**src/rtl/seq_mult_wide.sv**
```systemverilog
// Sequential signed/unsigned WIDTH x WIDTH multiplier built from one LIMB x LIMB
// unsigned multiplier, iterating over limb pairs with a valid/ready handshake.
module seq_mult_wide #(
  parameter int WIDTH = 72,
  parameter int LIMB  = 36
) (
  input  logic                 clk,
  input  logic                 reset,
  input  logic                 ce,
  input  logic [WIDTH-1:0]     a,
  input  logic [WIDTH-1:0]     b,
  input  logic                 asign,
  input  logic                 bsign,
  input  logic                 in_valid,
  output logic                 in_ready,
  output logic [2*WIDTH-1:0]   dout,
  output logic                 out_valid,
  input  logic                 out_ready
);

  localparam int N  = (WIDTH + LIMB - 1) / LIMB;
  localparam int PW = N * LIMB;
  localparam int AW = 2 * PW;
  localparam int IW = (N > 1) ? $clog2(N) : 1;
  localparam logic [IW-1:0] LAST = IW'(N - 1);

  typedef enum logic [1:0] {IDLE, MUL, SIGN, DONE} state_t;

  state_t state, state_next;

  logic [PW-1:0]     a_mag, b_mag;
  logic [AW-1:0]     acc;
  logic [IW-1:0]     i, j;
  logic              neg;

  logic [WIDTH-1:0]  a_abs, b_abs;
  logic [LIMB-1:0]   a_limb, b_limb;
  logic [2*LIMB-1:0] limb_prod;
  logic [AW-1:0]     term;
  logic              accept, last_pair;

  // Negating in WIDTH bits maps the most negative value onto 2^(WIDTH-1),
  // which is exactly its magnitude once read as unsigned.
  assign a_abs = (asign && a[WIDTH-1]) ? -a : a;
  assign b_abs = (bsign && b[WIDTH-1]) ? -b : b;

  assign in_ready  = (state == IDLE);
  assign out_valid = (state == DONE);
  assign accept    = ce && in_valid && in_ready;
  assign last_pair = (i == LAST) && (j == LAST);

  assign a_limb    = a_mag[i*LIMB +: LIMB];
  assign b_limb    = b_mag[j*LIMB +: LIMB];
  assign limb_prod = {{LIMB{1'b0}}, a_limb} * {{LIMB{1'b0}}, b_limb};
  assign term      = AW'(limb_prod) << (LIMB * (int'(i) + int'(j)));

  // NOTE: state registers use non-blocking assignments so every flop samples
  // pre-edge values regardless of the order the simulator evaluates blocks.
  always_ff @(posedge clk or posedge reset) begin
    if (reset) state <= IDLE;
    else       state <= state_next;
  end

  // NOTE: state_next gets a default before the case so no path leaves it
  // unassigned, which would otherwise infer a latch.
  always_comb begin
    state_next = state;
    case (state)
      IDLE: if (accept)                state_next = MUL;
      MUL:  if (ce && last_pair)       state_next = SIGN;
      SIGN: if (ce)                    state_next = DONE;
      DONE: if (ce && out_ready)       state_next = IDLE;
      default:                         state_next = IDLE;
    endcase
  end

  always_ff @(posedge clk or posedge reset) begin
    if (reset) begin
      a_mag <= '0;
      b_mag <= '0;
      acc   <= '0;
      i     <= '0;
      j     <= '0;
      neg   <= 1'b0;
      dout  <= '0;
    end else if (ce) begin
      case (state)
        IDLE: if (in_valid) begin
          a_mag <= PW'(a_abs);
          b_mag <= PW'(b_abs);
          neg   <= (asign & a[WIDTH-1]) ^ (bsign & b[WIDTH-1]);
          acc   <= '0;
          i     <= '0;
          j     <= '0;
        end
        MUL: begin
          acc <= acc + term;
          if (j == LAST) begin
            j <= '0;
            i <= last_pair ? '0 : i + 1'b1;
          end else begin
            j <= j + 1'b1;
          end
        end
        // Magnitude product fits in 2*WIDTH bits, so the truncated negation
        // is the exact two's-complement result.
        SIGN: dout <= (2*WIDTH)'(neg ? -acc : acc);
        default: ;
      endcase
    end
  end

endmodule

```
**config.mk**
```make
export PLATFORM = sky130hd
export DESIGN_NAME = seq_mult_wide
export DESIGN_NICKNAME = d
export VERILOG_FILES = /design/src/rtl/seq_mult_wide.sv
export SDC_FILE = /design/constraint.sdc
export NUM_CORES = 2
export LEC_CHECK = 0
export ABC_AREA = 0
export BUFFER_PORTS_ARGS = -buffer_cell sky130_fd_sc_hd__buf_2
export CORE_ASPECT_RATIO = 0.5
export CORE_MARGIN = 2
export CORE_UTILIZATION = 40
export CTS_CLUSTER_SIZE = 16
export DETAILED_ROUTE_END_ITERATION = 10
export SETUP_SLACK_MARGIN = 0.15
export SLEW_MARGIN = 0
export SYNTH_ARGS = -nofsm -noshare
export SYNTH_HDL_FRONTEND = slang
export SYNTH_SLANG_ARGS = --single-unit
```
**constraint.sdc**
```tcl
create_clock -name clk -period 15.8 [get_ports clk]
set_clock_uncertainty 0.2 [all_clocks]
set_input_delay 1.58 -clock clk [delete_from_list [all_inputs] [get_ports clk]]
set_output_delay 1.58 -clock clk [all_outputs]
set_load 0.05 [all_outputs]
```
==> summary.md <==
| Metric | Value |
|---|---|
| Status | complete, but fails checks |
| Failing checks | capacitance limit |
| Crit. Startpoint | j$_DFFE_PP0P_ |
| Slowest CP cell | a2111oi_0 |
| Via count | roughly 65,000 |
| WL/cell | 24.4 um |
| FILL cells | between 15,000 and 20,000 |
| Inst Count DP | around 11,000 |
| Worst-Skew Late Latency | 710 ps |
| Most common flop cell mapped by yosys | dfrtp_1 |
| Share of post-route cells with drive strength above 1 | under 10% |
| Worst slew margin | 1.07% |
| CP max stage delay | ~1200 ps |
| Via density | around 5.6 |
| Largest net degree at the start of global routing | around 130 |
| Most used cell, CP | fa_1 |
| Ports | between 200 and 300 |
| DRC viols | 0 |
| CTS root buffer | clkbuf_16 |
| Count leader, synth | nand2_1 |
| Synthesized flop and latch total | about 440 |
| Syn nets | 10,700 |
| Synth Warn # | 0 |
| Final non-filler cell total | 11,600 |
| Data required, critical path | around 16,000 ps |
| Avg Cell Area, Syn | roughly 8.3 sq um |
| Crit path DAT | 15,340 ps |
| # rows | 111 |
| HP Class | reg2reg |
| Total gr overflow | 0 |
| Area share of the largest cell type after synthesis | a little under a third |
| Min Tclk post-route | approximately 15,000 ps |
| CP max FO | 32 |
| Hold_buf cts | 0 |
| # setup viols final | 0 |
| Port-buffer cells | ~300 |
| Core area | 184,000 sq um |
| Post-Route WL | ~280 mm |
| Largest cells by area after synthesis | fa_1 31%, dfrtp_1 15%, ha_1 7.5% |
| Vias in the first global route | between 60,000 and 70,000 |
| DP Area | slightly below 80,000 sq um |
| Drt pass-1 iters | 6 |
| CP Class | reg2reg |
| Gr usage total | around 30% |
| Cells after Synth | approximately 9,000 |
| Final Max Slew Viols | 0 |
| Post-synth EDFFs | 0 |
| Post-cts resize count | 0 |
| CTS buffer count | 48 |
| RR Startpoint | j$_DFFE_PP0P_ |
| Initial DRC count | 6,860 |
| Synth async-reset ratio | 100% |
| CTS tree | done |
| Top post-synthesis cells by count | 1,482 x nand2_1, 1,319 x inv_1, 1,157 x fa_1 |
| Reg clk slew, reported paths | approximately 80 ps |
| Post-Syn Area | between 70,000 and 80,000 sq um |
| Setup crit end kind | flip-flop |
| Initial core utilization | between 40% and 50% |
| Setup Buffers After CTS | 0 |
| Routability congestion estimate | around 1.0 |
| Final total negative setup slack | 0 ps |
| Sequential-to-total area share from yosys stat | between 10% and 20% |
| Htree depth | 2 |
| Initial antenna violation count | 11 |
| Sink Count | 437 |
| Layout Nets | 10,800 |
| CTS Buffer Depth | 3 |
| CP Launch Type | flip-flop |
| Hold Vio Cnt, Final | 0 |
| P&R area growth vs syn | 8.34% |
| Antenna-violating nets left | 0 |
| Final Cycle Share | between 90% and 100% |
| Highest clock rate | around 0.067 GHz |
| Max-cap viol count | 1 |
| Die width | 614 um |
| DP HPWL | around 230 mm |
| Hold_sp | dout[83]$_DFFE_PP0P_ |
| Leading area contributor after synthesis | fa_1 |
| Yosys cell types | roughly 90 |
| Worst-Margin Slew | approximately 1400 ps |
| First-pass GRT wire length | 421 mm |
| RSZ-0062 raised after global routing | no |
| Final Cell Area | between 80,000 and 90,000 sq um |
| Die height | a little over 300 um |
| Die area | between 150,000 and 200,000 sq um |
-- cells in the final DEF, fill, tap and decap left out, types with 28 or more instances in the layout --
master and n:
a21o_1 110, clkbuf_16 49, xor2_1 265, mux2i_1 49
nor2b_1 51, o21ai_0 662, o31ai_1 67, nor4_1 47
and3_1 28, nand2_1 1481, mux2i_2 28, or4_1 39
o21bai_1 50, o41ai_1 31, ha_1 445, a21oi_1 362
or2_2 29, fa_1 1157, inv_1 1318, nand3_1 70
mux2_2 75, nor3_1 82, buf_4 175, a31oi_1 35
or3_1 35, nand2b_1 42, and2_1 60, o22ai_1 34
dfrtp_1 434, xnor2_1 213, nand4_1 98, nor2_1 831
buf_2 296
-- final timing paths --
check | slack (ps) | to | cells after the start
worst min register to register | 270 | dout[83]$_DFFE_PP0P_ | 2
worst min-delay path | 270 | dout[83]$_DFFE_PP0P_ | 2
min in group asynchronous | 860 | dout[47]$_DFFE_PP0P_ | 2
max in group asynchronous | 11420 | a_mag[51]$_DFFE_PP0P_ | 5
worst max-delay path | 830 | acc[136]$_DFFE_PP0P_ | 40
worst max register to register | 830 | acc[136]$_DFFE_PP0P_ | 40
-- worst max-delay path: cells and delay by family, from the launching register on --
family | cells | cell delay, ps
adders and majority gates | 10 | 5030
AOI/OAI and AO/OA | 12 | 4480
and+or+nand+nor | 8 | 1520
DFF | 1 | 780
xor gates and xnor gates | 1 | 520
buffers and inverters | 7 | 1100
muxes | 2 | 1150
-- logic make-up after synthesis --
group,share of synthesized area (%)
buffers and inverters,9.14
adders and majority gates,38.7
and+or+nand+nor,17.1
DFF,14.7
muxes,2.32
AOI/OAI and AO/OA,12.4
xor gates and xnor gates,5.63
-- per-stage QoR --
step	hold WS, ps	setup slack [ps]	utilization (%)
detailed placement	265	1210	42.8
CTS	280	1220	43.8
finish	271	825	43.8
global placement	256	1130	42.8
floorplan	244	1850	-
global route	297	491	43.8
-- layer usage --
metal,global-route usage (%),wire [um],up-vias
met3,8.46,32700,492
met1,42.7,123000,32600
met4,8.86,9560,6
met5,0,41,-
met2,43.8,117000,3143
li1,-,-,28800
-- final cells by class --
class	instances	area [sq um]	share of cell area, %
sequential	437	10900	13.6
antenna	9	22.5	0.0280
clock buffer	63	1310	1.63
clock inverter	24	392	0.487
tap	2486	3110	3.86
timing repair buffer	476	2900	3.60
inverter	1320	4960	6.16
multi-input combinational	6746	56900	70.6
-- flip-flops by register name, summed over array words and instances (netlist names) --
signal and cells:
b_mag 72, state 2, a_mag 72, j 1, acc 144, neg 1
dout 144, i 1
Power is left out: the tool's default activity adds up to more than one toggle a clock period on the data nets, which glitch-free logic cannot reach.
